--- config.mk ---
export PLATFORM = sky130hd
export DESIGN_NAME = vc_rr_arb_hold
export DESIGN_NICKNAME = d
export VERILOG_FILES = /design/src/rtl/vc_arb_pkg.sv /design/src/rtl/vc_rr_arb_pick.sv /design/src/rtl/vc_rr_arb_hold.sv
export SDC_FILE = /design/constraint.sdc
export NUM_CORES = 1
export LEC_CHECK = 0
export BUFFER_PORTS_ARGS = -buffer_cell sky130_fd_sc_hd__buf_2
export CORE_UTILIZATION = 50
export DETAILED_ROUTE_END_ITERATION = 8
export PLACE_DENSITY = 0.85
export SETUP_SLACK_MARGIN = 0.4
export SKIP_LAST_GASP = 1
export SLEW_MARGIN = 10
export SYNTH_ARGS = -nofsm -noshare
export SYNTH_HDL_FRONTEND = slang
export SYNTH_SLANG_ARGS = --single-unit
--- constraint.sdc ---
create_clock -name clk -period 2.5 [get_ports clk]
set_input_delay 0.125 -clock clk [delete_from_list [all_inputs] [get_ports clk]]
set_output_delay 0.125 -clock clk [all_outputs]
set_load 0.05 [all_outputs]
--- src/rtl/vc_arb_pkg.sv ---
// Shared definitions for the interconnect arbiters: state encoding and small
// elaboration/encode helpers.
package vc_arb_pkg;

  typedef enum logic [0:0] {ArbIdle, ArbOwned} arb_state_e;

  // Ceiling log2, never less than 1 so that every derived vector has a bit.
  function automatic int unsigned clog2(input int unsigned n);
    int unsigned r;
    r = 0;
    while ((64'd1 << r) < 64'(n)) r++;
    if (r == 0) r = 1;
    return r;
  endfunction

  // One-hot (up to 32 bits) to binary; zero input encodes to 0.
  function automatic int unsigned oh2bin(input logic [31:0] oh);
    int unsigned idx;
    idx = 0;
    for (int unsigned i = 0; i < 32; i++) begin
      if (oh[i]) idx = idx | i;
    end
    return idx;
  endfunction

endpackage

--- src/rtl/vc_rr_arb_pick.sv ---
// Combinational round-robin pick: first asserted request at or above ptr,
// wrapping. Double-width find-first avoids a rotate barrel.
module vc_rr_arb_pick
  import vc_arb_pkg::*;
#(
  parameter int unsigned p_num_reqs = 4,
  parameter int unsigned p_idx_w    = clog2(p_num_reqs)
) (
  input  logic [p_num_reqs-1:0] reqs,
  input  logic [p_idx_w-1:0]    ptr,
  output logic [p_num_reqs-1:0] pick,
  output logic                  valid
);

  logic [2*p_num_reqs-1:0] dbl;
  logic [2*p_num_reqs-1:0] first;
  logic                    found;

  always_comb begin
    // Lower copy keeps only indices >= ptr; upper copy supplies the wrap.
    for (int unsigned i = 0; i < p_num_reqs; i++) begin
      dbl[i]              = reqs[i] & (p_idx_w'(i) >= ptr);
      dbl[p_num_reqs + i] = reqs[i];
    end
    first = '0;
    found = 1'b0;
    for (int unsigned j = 0; j < 2 * p_num_reqs; j++) begin
      if (dbl[j] && !found) begin
        first[j] = 1'b1;
        found    = 1'b1;
      end
    end
    pick  = first[p_num_reqs-1:0] | first[2*p_num_reqs-1:p_num_reqs];
    valid = |reqs;
  end

endmodule

--- src/rtl/vc_rr_arb_hold.sv ---
// Round-robin arbiter with registered one-hot grant and bounded grant locking.
// Supports up to 32 requesters.
module vc_rr_arb_hold
  import vc_arb_pkg::*;
#(
  parameter int unsigned p_num_reqs = 4,
  parameter int unsigned p_max_hold = 8
) (
  input  logic                             clk,
  input  logic                             reset_n,
  input  logic                             en,
  input  logic [p_num_reqs-1:0]            reqs,
  input  logic [p_num_reqs-1:0]            locks,
  output logic [p_num_reqs-1:0]            grants,
  output logic                             grant_val,
  output logic [clog2(p_num_reqs)-1:0]     grant_idx
);

  localparam int unsigned IdxW  = clog2(p_num_reqs);
  localparam int unsigned HoldW = clog2(p_max_hold + 1);
  localparam logic [HoldW-1:0] HoldMax = HoldW'(p_max_hold);
  localparam logic [IdxW-1:0]  LastIdx = IdxW'(p_num_reqs - 1);

  arb_state_e             state_q, state_d;
  logic [IdxW-1:0]        ptr_q, ptr_d;
  logic [p_num_reqs-1:0]  grants_q, grants_d;
  logic [HoldW-1:0]       hold_q, hold_d;

  logic [p_num_reqs-1:0]  pick;
  logic                   pick_any;
  logic [IdxW-1:0]        pick_idx;
  logic                   others;
  logic                   keep;

  vc_rr_arb_pick #(
    .p_num_reqs (p_num_reqs),
    .p_idx_w    (IdxW)
  ) u_pick (
    .reqs  (reqs),
    .ptr   (ptr_q),
    .pick  (pick),
    .valid (pick_any)
  );

  assign pick_idx = IdxW'(oh2bin(32'(pick)));
  assign others   = |(reqs & ~grants_q);
  // hold_q saturates at HoldMax, so "below the limit" is simply "not at it".
  assign keep     = (state_q == ArbOwned) && (|(reqs & locks & grants_q)) &&
                    ((p_max_hold == 0) || (hold_q != HoldMax) || !others);

  always_comb begin
    state_d  = state_q;
    ptr_d    = ptr_q;
    grants_d = grants_q;
    hold_d   = hold_q;
    if (!en) begin
      state_d  = ArbIdle;
      grants_d = '0;
      hold_d   = '0;
    end else if (keep) begin
      hold_d = (hold_q == HoldMax) ? hold_q : hold_q + HoldW'(1);
    end else if (pick_any) begin
      state_d  = ArbOwned;
      grants_d = pick;
      ptr_d    = (pick_idx == LastIdx) ? '0 : pick_idx + IdxW'(1);
      hold_d   = '0;
    end else begin
      state_d  = ArbIdle;
      grants_d = '0;
      hold_d   = '0;
    end
  end

  always_ff @(posedge clk or negedge reset_n) begin
    if (!reset_n) begin
      state_q  <= ArbIdle;
      ptr_q    <= '0;
      grants_q <= '0;
      hold_q   <= '0;
    end else begin
      state_q  <= state_d;
      ptr_q    <= ptr_d;
      grants_q <= grants_d;
      hold_q   <= hold_d;
    end
  end

  assign grants    = grants_q;
  assign grant_val = |grants_q;
  assign grant_idx = IdxW'(oh2bin(32'(grants_q)));

endmodule

Word level (Yosys, flattened, before mapping)
Index checks and enable logic that the tools add are counted.
Word-level totals
  register bits: 11
  input bits: 11
  output and inout port bits: 7
  word-level logic and storage cells: 78
Cells by class
  equal/unequal tests: 5
  order comparisons: 4
  bitwise logic cells: 10
  reduce and logical (&&, ||, !) cells: 23
  muxes and demuxes: 30
  $add $sub $neg: 2
Operators with widths (count)
  $mux W4: 6
  $mux W1: 19
  $reduce_or A4 Y1: 4
  $and A4 B4 Y4: 3
  $mux W2: 5
  $logic_and A1 B1 Y1: 9
  $logic_not A1 Y1: 8
  $add A4 B1 Y4 const B: 1
  $and A1 B1 Y1: 4
  $eq A4 B4 Y1 const B: 1
  $ge A1 B2 Y1 const A: 2
  $ge A2 B2 Y1 const A: 2
  $ne A4 B4 Y1 const B: 1
  $not A4 Y4: 1
  $or A4 B4 Y4: 1
  $ne A3 B3 Y1 const B: 1
  $reduce_and A3 Y1: 1
  $add A2 B1 Y2 const B: 1
  $eq A2 B2 Y1 const B: 1
  $ne A2 B2 Y1 const B: 1
  $logic_or A1 B1 Y1: 1
  $not A1 Y1: 1

Logic depth before layout (Yosys ltp)
Gate-level depths: netlist of run 1.
  word-level depth: 30
  mapped depth: 7
  gate-level depth less buffers: 7

Cells and area by module
A second synthesis of run 1 with hierarchy kept.
Unflattened totals
  cells, all modules: 83
  area total of the unflattened synthesis: 733.2 µm²
By module, submodules not included
  vc_rr_arb_hold: sequential area each 275.3 µm², cells an instance 64, area each 626.9 µm², instances 1
  vc_rr_arb_pick: sequential area each 0.0 µm², cells an instance 19, area each 106.4 µm², instances 1

Worst setup path after synthesis of run 1
No wires, ideal clock.
  path type: register to output
  start: register grants_q[2] (netlist: grants[2])
  end: output port grant_val
  path buffers: 0
  stages on the path, launching flop included: 3
  slack: 0.736 ns
  arrival: 1.639 ns
  data required time: 2.375 ns
  cells stage by stage: dfrtp_1 or2_2 or3_1
On the way
  word-level cells in the longest chain between the ends: 1
Ends and longest elaborated chain
  from (decl): RTL line vc_rr_arb_hold.sv:26  | logic [p_num_reqs-1:0] grants_q, grants_d;
  from (signal assigned): RTL line vc_rr_arb_hold.sv:83  | grants_q <= grants_d;
  $reduce_or A4 Y1: RTL line vc_rr_arb_hold.sv:89  | assign grant_val = |grants_q;
  to (decl): RTL line vc_rr_arb_hold.sv:15  | output logic grant_val,
No other way between the ends.

Worst setup path after layout of run 1
  start: register hold_q[0]
  end: register ptr_q[1]
On the way
  word-level cells in the longest chain between the ends: 5
Ends and longest elaborated chain
  from (decl): RTL line vc_rr_arb_hold.sv:27  | logic [HoldW-1:0] hold_q, hold_d;
  from (signal assigned): RTL line vc_rr_arb_hold.sv:84  | hold_q <= hold_d;
  $ne A4 B4 Y1: RTL line vc_rr_arb_hold.sv:49  | ((p_max_hold == 0) || (hold_q != HoldMax) || !others);
  $logic_or A1 B1 Y1: RTL line vc_rr_arb_hold.sv:49
  $logic_and A1 B1 Y1: RTL line vc_rr_arb_hold.sv:48  | assign keep = (state_q == ArbOwned) && (|(reqs & locks & grants_q)) &&
  $not A1 Y1 (no line)
  $reduce_and A3 Y1 (no line)
  to (signal assigned): RTL line vc_rr_arb_hold.sv:82  | ptr_q <= ptr_d;
  to (decl): RTL line vc_rr_arb_hold.sv:25  | logic [IdxW-1:0] ptr_q, ptr_d;
No other way between the ends.
A chain may end at the register's enable or synchronous reset.

==> impl_metrics.toml, run 1 <==
[run_status]
status = "finished clean"

[sta]
fin_worst_skew_ns = 0.00492
setup_tns_ns = 0
hold_slack_ns = 0.185
finalWorstSetupSlack_ns = 0.773
fmax_ghz = 0.579
timing.final.crit_share = 0.691
finalSetupViolations = 0
report.final.slew_viol_count = 0
hold_violations = 0
rsz0062_at_grt = "false"
period_needed_ns = 1.73
worstMarginPinSlew_ns = 0.337
slew_headroom = 0.775

[final_layout]
final_cell_area_sq_um = 852
area_growth_pct = 18.4
multi_input_area_sq_um = 422
regArea_sq_um = 275
final_util = 0.647
diodes = 0
fill_cells = 112
nets = 113
drive_gt1_frac = 0.293
fin_cells = 114

[clock_network]
clk_latency_ns = 0.26
clock_path_buffers = 2
tritoncts = "yes"
cts_max_level = 1
cts_resized = 0
cts-root-buf = "clkbuf_4"
clock_sinks = 11
cts_buffers = 3
cts_setup_buffers = 0
cts_hold_buf = 1
clkTransAtPathRegs_ns = 0.07

[placed_design]
gp_congestion = 0.831
dpl.cell_count = 109
dp_hpwl_um = 1210
post-place-ws_ns = 0.774
placed_area_sq_um = 816
port-buffer-count = 17

[power_and_ir_drop]
combPwrFrac = 0.429
p_switching_mw = 0.287
power_mw = 0.663
sequentialPowerShare = 0.393
p_sw_frac = 0.434
internal_power_mw = 0.375
powerDensity_mw_per_mm2 = 778
peakVddDrop_mv = 0.363
p_leak_nw = 0.428
power.clock.fraction = 0.178

[synth]
ys_ff_latch = 11
synthCells = 79
synth_top_area_cell = "dfrtp_1"
synth.area.top_cells = "dfrtp_1 38%, nand3_1 4.9%, nand2_1 4.7%"
synth_area_sq_um = 719
synth_edf_count = 0
synth.distinct_cells = 29
netlist.area_leader.share = 0.383
synth_async_sr_flop_share = 1.00
yosysSeqAreaShare = 0.383
avgSynthCellArea_sq_um = 9.11
synth_nets = 92
ys_top_cells_by_count = "11 x dfrtp_1, 9 x nand2_1, 7 x nand3_1, 7 x nor2_1, 6 x o21ai_0"
yosysWarnings = 0
synthFlopType = "dfrtp_1"
yosysMostFrequentCell = "dfrtp_1"

[global_route]
overflow = 0
grt_max_degree = 12
grt_pass1_vias = 607
antenna_found_initial = 0
grt_usage = 0.238
grt_pass1_wl_um = 2530

[floorplanning]
core_area_sq_mm = 0.00132
die_h_um = 39.9
die_w_um = 39.9
io_pins = 18
initial_core_util = 0.546
core.rowCount = 13
die_area_sq_mm = 0.00159

[drt]
wl_per_cell_um = 14.1
wirelength_um = 1610
dr.pass1.iters = 4
vias = 654
drc = 0
vias_per_cell = 5.74
drtIter0Drc = 25
antenna_left = 0

[setup_path]
cp.arrival_ns = 1.87
critical_path_required_ns = 2.65
crit_path_end_kind = "flip-flop"
slowest_delay_ns = 0.42
cp_top_family = "compound AO/OA/AOI/OAI gates"
crit_path_top_delay_cell = "dfrtp_1"
path_cells = "inv_1 -> ha_1 -> nand3b_4 -> a41o_1 -> o211ai_4 -> nand2_4 -> mux2_4"
crit_buf_inv = 1
reg2reg_to = "ptr_q[1]"
rrSetupSlack_ns = 0.77
crit_type = "reg2reg"
rr_worst_depth = 7
path_max_fanout = 9
start_kind = "flip-flop"
rr_startpoint = "hold_q[0]"

[worst_hold_path]
hold_path.class = "in2reg"
min_from = "en"
min_path_cells = 3
min_to = "grants[0]"

[job]
maxCapViolCount = 0
## cells in the final DEF, fill, tap and decap left out, types with 2 or more instances in the layout
cell | Yosys | routed
nand2_1 | 9 | 9
ha_1 | 2 | 2
nand4_1 | 2 | 2
buf_2 | 0 | 17
o21ai_0 | 6 | 6
nand2b_1 | 4 | 4
nand3_1 | 7 | 7
or2_2 | 2 | 2
mux2_4 | 2 | 2
nor2_1 | 7 | 7
xor2_1 | 2 | 2
clkbuf_4 | 0 | 3
a21oi_1 | 3 | 3
dfrtp_1 | 11 | 11
o22ai_1 | 2 | 2
inv_1 | 4 | 4
## cell families after synthesis
kind of cell | Yosys count | synth area share
simple gates | 37 | 0.283
compound gates | 18 | 0.190
flops | 11 | 0.383
buf+inv | 6 | 0.0313
xor+xnor | 3 | 0.0365
mux | 2 | 0.0417
fa+ha+maj | 2 | 0.0348
## state kept, by name, indices dropped and copies added (netlist names)
register and flops:
grants 4, ptr_q 2, hold_q 4, state_q 1
## worst register-to-register path: cells and delay by family, from the launching register on
kind / cells / cell delay, ns
flops: 1 / 0.42
mux: 1 / 0.30
fa+ha+maj: 1 / 0.19
compound gates: 2 / 0.42
buf+inv: 1 / 0.08
simple gates: 2 / 0.20
## layer usage
layer  global-route usage  vias up  share of wire
met4               0.0517        0              0
met3               0.0167        0          0.034
met2                0.427       22           0.52
met1                0.310      310           0.44
met5                    0        -              0
li1                     -      322              -
## worst max path at each step
stage,start,endpoint,slack [ns],cells after the start
after CTS,hold_q[0],ptr_q[1],0.77,7
after detailed placement,hold_q[0],ptr_q[1],0.77,7
after floorplan,grants[2],grant_val,0.74,2
after global routing,hold_q[0],ptr_q[1],0.69,7
after global placement,hold_q[0],ptr_q[0],0.85,7
final,hold_q[0],ptr_q[1],0.77,7
## power by group through the flow
| stage | combinational, mW | sequential [mW] | clock (mW) |
|---|---|---|---|
| floorplan | 0.206 | 0.269 | 0 |
| global placement | 0.275 | 0.258 | 0 |
| detailed placement | 0.283 | 0.263 | 0 |
| CTS | 0.285 | 0.259 | 0.120 |
| global route | 0.304 | 0.268 | 0.126 |
| finish | 0.285 | 0.260 | 0.118 |
## layout make-up
type,count,share of cell area
Clock buffer,4,0.0308
Inverter,4,0.0176
Multi-Input combinational cell,62,0.495
Sequential cell,11,0.323
Tap cell,15,0.0220
Timing Repair Buffer,18,0.112
Note: power is estimated with default switching activity, not from simulation.
==> run 2, diff against run 1 <==
CORE_UTILIZATION = 45   (was 50)
PLACE_DENSITY = 0.81   (was 0.85)
clock period = 1.4 ns   (was 2.5 ns; I/O delays follow)
==> run 2 against run 1 <==
The flow now finishes with violations (negative setup slack); sequential power increased by 70%; clock skew grew 0.011 ns; flip-flop and latch count unchanged; global-route usage up 4.5 points; worst hold slack worse by 0.057 ns; final area is 41% higher; first-iteration DRC count fell by 36%; power up 130%; sequential share of layout area down 8.9 points; count of clock-buffer cells in the layout stayed put; critical path depth fell by 3; highest routed layer is now met4.
==> impl_metrics.toml, run 2 (same netlist as run 1, synthesis figures left out) <==
[run_status]
status = "finished, violations left"
violations = "negative setup slack"

[final_layout]
mostFrequentLayoutCell = "buf_4"
layout_common_cells = "12 x buf_4, 10 x buf_2, 10 x buf_6"
area_growth_pct = 66.4
nets = 134
diodes = 0
drive_gt1_frac = 0.567

[placed_design]
port-buffer-count = 17
dp_hpwl_um = 1370
gp_congestion = 0.838

[sta]
slew_headroom = 0.825
setup_tns_ns = -1.21
hold_violations = 0
hold_slack_ns = 0.128
fmax_ghz = 0.615
period_needed_ns = 1.63
finalWorstSetupSlack_ns = -0.227
report.final.slew_viol_count = 0
fin_worst_skew_ns = 0.0163
finalSetupViolations = 9
timing.final.crit_share = 1.16
worstMarginPinSlew_ns = 0.263
rsz0062_at_grt = "true"

[power_and_ir_drop]
p_sw_frac = 0.410
power_mw = 1.54
powerDensity_mw_per_mm2 = 1290
internal_power_mw = 0.911
p_switching_mw = 0.632
sequentialPowerShare = 0.286
peakVddDrop_mv = 0.908
p_leak_nw = 0.568
combPwrFrac = 0.565
power.clock.fraction = 0.149

[drt]
antenna_left = 0
drc = 0
vias_per_cell = 5.91
wl_per_cell_um = 19.7
wirelength_um = 2680
dr.pass1.iters = 4
drtIter0Drc = 16
vias = 804

[clock_network]
cts_max_level = 1
tritoncts = "yes"
cts-root-buf = "clkbuf_4"
clock_sinks = 11
clock_path_buffers = 2
clk_latency_ns = 0.28
clkTransAtPathRegs_ns = 0.09
cts_buffers = 3

[setup_path]
setup.worst_path.start = "grants[3]"
rr_startpoint = "hold_q[1]"
crit_path_end = "grant_val"
start_kind = "flip-flop"
reg2reg_to = "ptr_q[0]"
rrSetupSlack_ns = -0.18
path_max_fanout = 2
critical_path_required_ns = 1.33
cp.arrival_ns = 1.56
rr_worst_depth = 7
crit_type = "reg2out"
crit_path_end_kind = "primary output"

[floorplanning]
core.rowCount = 14
die_h_um = 42.0
io_pins = 18
die_area_sq_mm = 0.00176
core_area_sq_mm = 0.00151
die_w_um = 42.0
initial_core_util = 0.478

[global_route]
grt_pass1_vias = 781
grt_pass1_wl_um = 3640
antenna_found_initial = 0
overflow = 0
grt_max_degree = 12
grt_usage = 0.283

[job]
maxCapViolCount = 0

[worst_hold_path]
hold_path.class = "in2reg"
==> run 2: layout make-up <==
| class | count | area, sq um |
|---|---|---|
| Inverter | 4 | 15.0 |
| Clock buffer | 4 | 26.3 |
| Fill cell | 86 | 309 |
| Tap cell | 16 | 20.0 |
| Multi-Input combinational cell | 62 | 503 |
| Timing Repair Buffer | 39 | 353 |
| Sequential cell | 11 | 280 |
==> run 2: metal layers <==
| layer | track usage | wire length, um | share of wire | vias to the layer above |
|---|---|---|---|---|
| li1 | - | - | - | 362 |
| met4 | 0.116 | 135 | 0.050 | 0 |
| met3 | 0.0345 | 140 | 0.052 | 14 |
| met1 | 0.319 | 995 | 0.37 | 390 |
| met5 | 0 | 0 | 0 | - |
| met2 | 0.528 | 1400 | 0.52 | 38 |
==> run 2: worst min-delay path by stage <==
stage,startpoint,end,slack (ns),depth (start not counted)
global placement,reset_n,hold_q[1],-0.05,1
detailed placement,reset_n,state_q,-0.05,1
CTS,en,grants[2],0.10,3
global route,en,grants[2],0.13,3
finish,reqs[2],grants[2],0.13,3
floorplan,reset_n,grants[0],-0.23,0
==> run 2: power by group through the flow <==
stage	combinational [mW]	clock, mW	sequential [mW]
final	0.872	0.229	0.442
after global routing	0.918	0.258	0.453
after CTS	0.782	0.220	0.439
after detailed placement	0.627	0	0.439
after global placement	0.606	0	0.437
after floorplan	0.390	0	0.487
==> run 2: worst max-delay path: stages, from the launching register on <==
cell and delay (ns):
dfrtp_2 0.42, buf_6 0.12, or2_4 0.23, or3_4 0.34, buf_8 0.16
==> run 2: stage by stage <==
stage / util / worst slack (ns) / area [sq um] / instances
floorplan: - / -0.195 / 737 / 79
global placement: 0.604 / -0.111 / 910 / 120
detailed placement: 0.604 / -0.176 / 910 / 120
CTS: 0.739 / -0.178 / 1110 / 131
global route: 0.795 / -0.271 / 1200 / 136
finish: 0.795 / -0.227 / 1200 / 136
==> run 2: timing repair <==
action	in CTS	in global routing
hold buffers	1	0
pin swaps	9	2
resized for setup	37	11
buffers inserted	6	5
hold endpoints to repair	11	0
endpoints found under the setup margin	17	16
